File: src/rtl/timer_bus_master.sv
// Timer peripheral register-bus initiator: turns single host read/write
// commands into a select/ack bus cycle with an optional acknowledge timeout.
module timer_bus_master #(
  parameter int unsigned TIMEOUT_CYC = 255,
  parameter int unsigned CNT_W       = 8
) (
  input  logic        i_sysclk,
  input  logic        i_sysrst,
  input  logic        i_cmd_valid,
  output logic        o_cmd_ready,
  input  logic        i_cmd_wr,
  input  logic [3:0]  i_cmd_addr,
  input  logic [15:0] i_cmd_data,
  output logic        o_rsp_valid,
  output logic [15:0] o_rsp_data,
  output logic        o_rsp_err,
  output logic        o_bus_select,
  output logic        o_bus_wr,
  output logic [3:0]  o_reg_addr,
  output logic [15:0] o_bus_data,
  input  logic [15:0] i_bus_data,
  input  logic        i_bus_ack
);

  typedef enum logic [1:0] {
    IDLE = 2'd0,
    REQ  = 2'd1,
    GAP  = 2'd2
  } state_t;

  // Counter value seen on the last allowed REQ edge (only meaningful when enabled).
  localparam logic [CNT_W-1:0] TO_LAST = CNT_W'(TIMEOUT_CYC - 1);
  localparam logic             TO_EN   = (TIMEOUT_CYC != 0);

  state_t            state, state_n;
  logic [CNT_W-1:0]  cnt, cnt_n;
  logic              req_first, req_first_n;

  logic              ready_n;
  logic              rsp_valid_n;
  logic [15:0]       rsp_data_n;
  logic              rsp_err_n;
  logic              sel_n;
  logic              wr_n;
  logic [3:0]        addr_n;
  logic [15:0]       bdata_n;

  logic              ack_seen;
  logic              timed_out;

  always_ff @(posedge i_sysclk) begin
    if (i_sysrst) begin
      state        <= IDLE;
      cnt          <= '0;
      req_first    <= 1'b0;
      o_cmd_ready  <= 1'b1;
      o_rsp_valid  <= 1'b0;
      o_rsp_data   <= '0;
      o_rsp_err    <= 1'b0;
      o_bus_select <= 1'b0;
      o_bus_wr     <= 1'b0;
      o_reg_addr   <= '0;
      o_bus_data   <= '0;
    end else begin
      state        <= state_n;
      cnt          <= cnt_n;
      req_first    <= req_first_n;
      o_cmd_ready  <= ready_n;
      o_rsp_valid  <= rsp_valid_n;
      o_rsp_data   <= rsp_data_n;
      o_rsp_err    <= rsp_err_n;
      o_bus_select <= sel_n;
      o_bus_wr     <= wr_n;
      o_reg_addr   <= addr_n;
      o_bus_data   <= bdata_n;
    end
  end

  // Next-state and next-output logic; bus outputs are registered, so the
  // values computed here appear on the bus one cycle after the deciding edge.
  always_comb begin
    state_n     = state;
    cnt_n       = cnt;
    req_first_n = req_first;
    ready_n     = o_cmd_ready;
    rsp_valid_n = 1'b0;
    rsp_data_n  = o_rsp_data;
    rsp_err_n   = o_rsp_err;
    sel_n       = o_bus_select;
    wr_n        = o_bus_wr;
    addr_n      = o_reg_addr;
    bdata_n     = o_bus_data;
    ack_seen    = 1'b0;
    timed_out   = 1'b0;

    unique case (state)
      IDLE: begin
        cnt_n = '0;
        if (i_cmd_valid) begin
          state_n     = REQ;
          req_first_n = 1'b1;
          ready_n     = 1'b0;
          sel_n       = 1'b1;
          wr_n        = i_cmd_wr;
          addr_n      = i_cmd_addr;
          bdata_n     = i_cmd_wr ? i_cmd_data : '0;
        end
      end

      REQ: begin
        cnt_n       = cnt + CNT_W'(1);
        req_first_n = 1'b0;
        // A stale ack from the peripheral is ignored on the first REQ cycle.
        ack_seen    = i_bus_ack && !req_first;
        timed_out   = TO_EN && (cnt == TO_LAST);
        if (ack_seen || timed_out) begin
          state_n     = GAP;
          sel_n       = 1'b0;
          wr_n        = 1'b0;
          addr_n      = '0;
          bdata_n     = '0;
          rsp_valid_n = 1'b1;
          rsp_err_n   = !ack_seen;
          rsp_data_n  = (ack_seen && !o_bus_wr) ? i_bus_data : '0;
        end
      end

      GAP: begin
        if (!i_bus_ack) begin
          state_n = IDLE;
          cnt_n   = '0;
          ready_n = 1'b1;
        end
      end

      default: begin
        state_n = IDLE;
        ready_n = 1'b1;
        sel_n   = 1'b0;
        wr_n    = 1'b0;
        addr_n  = '0;
        bdata_n = '0;
      end
    endcase
  end

endmodule

File: config.mk
export PLATFORM = sky130hd
export DESIGN_NAME = timer_bus_master
export DESIGN_NICKNAME = d
export VERILOG_FILES = /design/src/rtl/timer_bus_master.sv
export SDC_FILE = /design/constraint.sdc
export NUM_CORES = 1
export LEC_CHECK = 0
export CAP_MARGIN = 40
export CORE_MARGIN = 3
export CORE_UTILIZATION = 45
export CTS_CLUSTER_DIAMETER = 30
export CTS_CLUSTER_SIZE = 10
export DETAILED_ROUTE_END_ITERATION = 8
export PLACE_DENSITY = 0.84
export SLEW_MARGIN = 20
export SYNTH_ARGS = -nofsm -noshare
export SYNTH_HDL_FRONTEND = slang
export SYNTH_SLANG_ARGS = --single-unit
File: constraint.sdc
create_clock -name i_sysclk -period 3.3 [get_ports i_sysclk]
set_input_delay 0.66 -clock i_sysclk [delete_from_list [all_inputs] [get_ports i_sysclk]]
set_output_delay 0.66 -clock i_sysclk [all_outputs]
set_load 0.05 [all_outputs]
-- After elaboration in Yosys (flattened, before gate mapping)
Index checks and enable logic that the tools add are counted.
- flip-flop bits (word level): 52
- logic and storage cells: 60
- output and inout bits: 41
- bits of input ports: 41
- equality and inequality tests: 6
- multiplexer cells: 24
- add/subtract/negate cells: 1
- bitwise logic cells: 2
- reduce and logical (&&, ||, !) cells: 16
- operators by type and width (kind ; number):
    $mux 16 ; 4
    $pmux 16 s3 ; 1
    $pmux 8 s3 ; 1
    $pmux 4 s3 ; 1
    $pmux 1 s3 ; 3
    $reduce_and 3->1 ; 3
    $add 8x1->8 const B ; 1
    $eq 8x8->1 const B ; 1
    $mux 4 ; 2
    $mux 8 ; 1
    $mux 1 ; 6
    $mux 2 ; 3
    $ne 2x2->1 const B ; 3
    $pmux 2 s3 ; 1
    $reduce_and 2->1 ; 3
    $logic_not 1->1 ; 3
    $reduce_bool 3->1 ; 1
    $eq 2x1->1 const B ; 1
    $eq 2x2->1 const B ; 1
    $logic_and 1x1->1 ; 2
    $logic_not 2->1 ; 1
    $not 1->1 ; 2
    $pmux 1 s2 ; 1
    $reduce_bool 2->1 ; 1
    other kinds (2) ; 2

-- Logic depth before layout (Yosys ltp)
Gate-level depths: netlist of the first run.
- depth after elaboration: 5
- gate-level depth with buffers: 7
- depth with buffers taken out: 6

-- Worst setup path after synthesis of the first run
No wires, ideal clock.
- path type: input-to-reg
- start: input port i_sysrst
- end: register o_bus_data[10]
- setup time: 117 ps
- arrival time: 1569 ps
- stages on the path: 6
- data required time: 3183 ps
- path slack: 1614 ps
- path buffers: 3
- cells stage by stage: buf_2 > nor2_1 > and3_1 > buf_2 > buf_4 > a22o_1
- RTL lines (what ; line ; text):
    start: declaration ; 8 ; input logic i_sysrst,
    end signal: assignment ; 75 ; o_bus_data <= bdata_n;
    end: declaration ; 20 ; output logic [15:0] o_bus_data,

-- Worst setup path after layout of the first run
- start: register o_bus_wr
- end: output port o_bus_wr
- RTL lines (what ; line ; text):
    start: declaration ; 18 ; output logic o_bus_wr,
    start signal: assignment ; 73 ; o_bus_wr <= wr_n;
No word-level cell between the ends.

==> metrics, run 1 <==
slew at the pin with the worst max-slew slack around 0.68 ns; Post-synth EDFFs 0; CTS Buffer Depth 2; max-cap violations 0; Fin. Hold Viols 0; Final min period ~2.2 ns; Mapped Avg Cell Area approximately 11 um^2; ys async rst share 0%; Post-Synthesis Cells 176; die width roughly 70 um; CTS tree yes; number of diodes 0; routed len/inst around 15 um; most numerous cell in the Yosys netlist dfxtp_1; Hold-fix buffers, CTS 0; Highest Clock Rate about 450 MHz; pwr/cell area roughly 460 nW/um^2; top post-synthesis cells by count dfxtp_1, a22o_1, a21oi_1, nor2_1, nor2b_1; placed cells 298; Root Buffer clkbuf_8; Post-CTS Setup Bufs 0; top cell type's share of synthesized area ~53%; Synth area leaders dfxtp_1, a22o_1, a21oi_1; Worst-path clk slew roughly 0.10 ns; largest net degree at the start of global routing 21; status finished, final reports clean; Worst Path Required approximately 2.6 ns; Final nets between 200 and 300; # DRC 0; GRT Residual Overflow 0; Synth Cell Area 1950 um^2; clock skew 0.00688 ns; Post-DP Area approximately 2800 um^2; Top FF cell, synth dfxtp_1; Post-Route WL 4550 um; delay-heaviest family, CP buffers and inverters; Netlist cell types 45; clock latency on the worst-skew pair 0.31 ns; GPL Wtd Cong between 0.7 and 0.8; first-pass GRT wire length between 7000 and 8000 um; CP Buf/Inv Count 1; CTS sink cnt between 50 and 60; row cnt 23; HPWL Detailed around 3300 um; mux cell area share after synthesis 0%; total negative slack 0 ns; worst hold path type flop to flop; Port Buffers 81; largest family of logic cells by synthesized area compound AO/OA/AOI/OAI gates; register bit count reported by yosys 52; Post-CTS Resized 0; Final setup viols 0; Critical Path Sink Type primary output; area of the core around 4100 um^2; Initial Utilization 47.7%; max-slew violations 0; Setup CP Type flop to primary output; post-route cell area between 2000 and 3000 um^2; area delta synth->final 46.3%; yosys warns 0; Crit-path slowest cell clkdlybuf4s50_1; Synth Net Count about 220; Die ar. roughly 5200 um^2; CP max FO 4; vias in the first global route 1,616; area leader, netlist dfxtp_1; Min Hold Slack a little under 0.5 ns; routed via count 1,681; Lkg Pwr 0.00108 uW; register area share after synthesis a little over half; Iteration-0 DRC Markers approximately 120; num ports between 80 and 90; post-synthesis compound-gate area fraction a little over a quarter; XOR/XNOR Fraction of Synth Area 0.449%; crit-path cells clkdlybuf4s50_1; Worst setup SP type flop; clock buffer count from CTS 5; Simple-Gate Fraction of Synth Area a little over an eighth; Clock H-tree levels 2; Total Power 1320 uW; critical path data arrival time 1.58 ns; RSZ-0062 raised after global routing no; remaining antenna violation count 0; IR Drop Worst-Case VDD roughly 260 uV; Critical Path Max Stage Delay between 0.8 and 0.9 ns; initial antenna violation count 0; fin cells between 300 and 400; period utilisation layout between 60 and 70%; share of cells above drive strength 1 between 7 and 8%; area share of fa/ha/maj cells after synthesis about 1.3%; gr usage total about 18%; router iterations before antenna repair 4; Die H between 70 and 80 um; relative slew slack roughly 54%; detailed-route vias per instance 5.49
[through the flow]
stage,util (%),setup WS [ns]
CTS,69.8,1.05
detailed placement,67.6,0.977
global route,69.8,1.01
global placement,67.6,1.01
floorplan,-,1.61
finish,69.8,1.06
[flip-flops by register name, summed over array words and instances, names as in the netlist, 2 cells and up]
register	flops
cnt	8
o_bus_data	16
o_rsp_data	16
state	2
o_reg_addr	4
[final timing paths]
path | startpoint | endpoint | slack (ns) | cells after the start
hold / removal | o_rsp_data[1] | o_rsp_data[1] | 0.49 | 1
setup reg to reg | state[0] | o_bus_wr | 1.51 | 3
setup / recovery | o_bus_wr | o_bus_wr | 1.06 | 1
hold reg to reg | o_rsp_data[1] | o_rsp_data[1] | 0.49 | 1
[layer usage]
layer	vias to the layer above	global-route usage, %	routed length (um)
met5	-	0	0
met4	0	6.89	96
met3	9	7.01	405
met2	80	26.9	2030
met1	780	24.0	2020
li1	812	-	-
[report_power, final]
group	switching, uW	total [uW]	internal, uW
sequential	25.7	683	658
clock	215	365	151
combinational	155	274	119
[final cells by class]
type	instances	area, um^2
clock buffers	5	68.8
clock inverters	3	21.3
repair buffers	84	833
fillers	332	1230
inverters	3	11.3
well taps	50	62.6
multi-input cells	109	816
flip-flops and latches	52	1040
[cells in the final DEF (no fill, tap or decap), drive strengths merged, types with 4 or more instances in the layout]
| master | synthesis | layout |
|---|---|---|
| nor2b | 6 | 6 |
| clkbuf | 3 | 5 |
| a21oi | 10 | 10 |
| nor2 | 7 | 7 |
| clkdlybuf4s50 | 0 | 81 |
| o21ai | 5 | 5 |
| nand2 | 4 | 4 |
| a22o | 36 | 36 |
| dfxtp | 52 | 52 |
| inv | 3 | 4 |
[cell families (layout without fill, tap and decap cells)]
| family | Yosys count | in the layout |
|---|---|---|
| adder cells (fa/ha/maj) | 2 | 2 |
| XOR/XNOR | 1 | 1 |
| flip-flops | 52 | 52 |
| AND/OR/NAND/NOR | 40 | 40 |
| buffers and inverters | 15 | 95 |
| AO/OA/AOI/OAI | 66 | 66 |
No activity file was read; power rests on OpenSTA's default activity.
==> inputs of run 2 (changes only) <==
Settings changed: CORE_UTILIZATION 45 to 38, PLACE_DENSITY 0.84 to 0.76.
Clock period 3.3 ns to 2.05 ns, I/O delays scaled along.
==> metrics, run 2 (synthesized netlist as in run 1, its figures left out) <==
status finished, final reports clean; relative slew slack a little over half; clock buffer count from CTS 5; crit-path cells clkdlybuf4s50_1; Die ar. 6030 um^2; Final min period about 1.9 ns; clock latency on the worst-skew pair ~0.30 ns; slew at the pin with the worst max-slew slack between 0.6 and 0.7 ns; Critical Path Max Stage Delay slightly above 0.8 ns; clock network power share 31.1%; Post-CTS Resized 0; Highest Clock Rate approximately 530 MHz; initial antenna violation count 0; FF-to-FF End o_rsp_data[7]; Worst Path Required 1.64 ns; largest net degree at the start of global routing 17; router iterations before antenna repair 4; Iteration-0 DRC Markers 42; most common cell after layout, fill and taps aside clkdlybuf4s50_1; Comb power frac 20.5%; Switching Fraction 27.7%; CTS sink cnt 52; Total Power about 2300 uW; vias in the first global route ~1,600; register share of total power 48.4%; CP Buf/Inv Count 1; HPWL Detailed approximately 3400 um; post-route cell area just under 3000 um^2; RSZ-0062 raised after global routing no; gr usage total approximately 16%; Post-DP Area between 2000 and 3000 um^2; critical path data arrival time between 1 and 1.5 ns; die width 77.6 um; Worst-path clk slew roughly 0.090 ns; pwr/cell area approximately 760 nW/um^2; GRT Residual Overflow 0; area delta synth->final 52.1%; total negative slack 0 ns; r2r worst-path depth 6; detailed-route vias per instance roughly 5; first-pass GRT wire length approximately 7700 um; num ports slightly above 80; Post-CTS Setup Bufs 0; RR Startpoint cnt[0]; # DRC 0; Clock H-tree levels 2; Hold-fix buffers, CTS 0; share of cells above drive strength 1 ~10%; worst hold path type flop to flop; routed via count ~1,700; Filler cells slightly above 400; GPL Wtd Cong about 0.74; FF-to-FF setup slack 0.29 ns; Setup CP Type flop to primary output; Root Buffer clkbuf_8; area of the core 4850 um^2; area of the multi-input gates 816 um^2; CTS tree yes; delay-heaviest family, CP buffers and inverters; Die H approximately 78 um; Sequential Area ~1000 um^2; remaining antenna violation count 0; number of diodes 0; clock skew about 0.0076 ns; row cnt 25; Crit-path slowest cell clkdlybuf4s50_1; Critical path destination o_rsp_err; Final nets around 310; max-slew violations 0; Final setup viols 0; Lkg Pwr between 0.001 and 0.0015 uW; routed len/inst about 14 um; Initial Utilization 40.2%; Worst path depth 1; max-cap violations 0; Fin. Hold Viols 0; Worst setup SP type flop; IR Drop Worst-Case VDD around 500 uV; CTS Buffer Depth 2; Min Hold Slack 0.478 ns; Post-Route WL roughly 4600 um; final core occ between 60% and 70%; most frequent cells in the layout clkdlybuf4s50_1, dfxtp_1, a22o_1; CP max FO 2; worst setup path start o_rsp_err; largest registers o_bus_data: 16 flops, o_rsp_data: 16 flops, cnt: 8 flops; Critical Path Sink Type primary output; Sw Pwr 625 uW; period utilisation layout 91.7%; Int Power 1630 uW; Port Buffers about 80
-- run 2: cell count changes in the layout (fill, tap and decap cells not counted) --
cell / previous run / this run
bufinv_16: 0 / 1
buf_12: 0 / 1
clkinv_2: 1 / 0
clkbuf_1: 0 / 1
clkdlybuf4s50_1: 81 / 80
buf_4: 3 / 11
clkinvlp_4: 1 / 0
-- run 2: per-layer routing --
metal	share of wire [%]	global-route usage, %	wire length, um	vias up
met2	43	24.1	1980	65
li1	-	-	-	832
met5	0	0	0	-
met4	1.6	6.94	72	0
met1	46	20.0	2120	752
met3	8.8	5.68	400	5
-- run 2: how the worst min path moves through the flow --
stage	startpoint	to	slack, ns	cells past startpoint
6_report	o_reg_addr[1]	o_reg_addr[1]	0.48	1
5_1_grt	o_rsp_data[6]	o_rsp_data[6]	0.50	1
4_1_cts	o_rsp_data[11]	o_rsp_data[11]	0.48	1
3_5_place_dp	o_rsp_data[13]	o_rsp_data[13]	0.46	1
3_3_place_gp	o_rsp_data[7]	o_rsp_data[7]	0.46	1
2_1_floorplan	cnt[6]	cnt[6]	0.47	2
-- run 2: final cells by class --
| cell class | count | area share [%] |
|---|---|---|
| clock inverters | 2 | 1.31 |
| well taps | 67 | 2.83 |
| clock buffers | 6 | 2.45 |
| inverters | 3 | 0.380 |
| multi-input cells | 109 | 27.5 |
| repair buffers | 92 | 30.5 |
| flip-flops and latches | 52 | 35.1 |
-- run 2: power by group through the flow --
stage / Sequential (uW) / Clock, uW / Combinational (uW)
detailed placement: 1120 / 0 / 465
CTS: 1090 / 716 / 468
finish: 1090 / 702 / 464
global route: 1100 / 762 / 492
global placement: 1120 / 0 / 463
floorplan: 1250 / 0 / 140
-- run 2: stage by stage --
stage                     worst slack, ns  cells
after floorplan                     0.593    176
after global placement             0.0931    323
after detailed placement           0.0212    323
after CTS                           0.150    331
after global routing               0.0957    331
final                               0.170    331
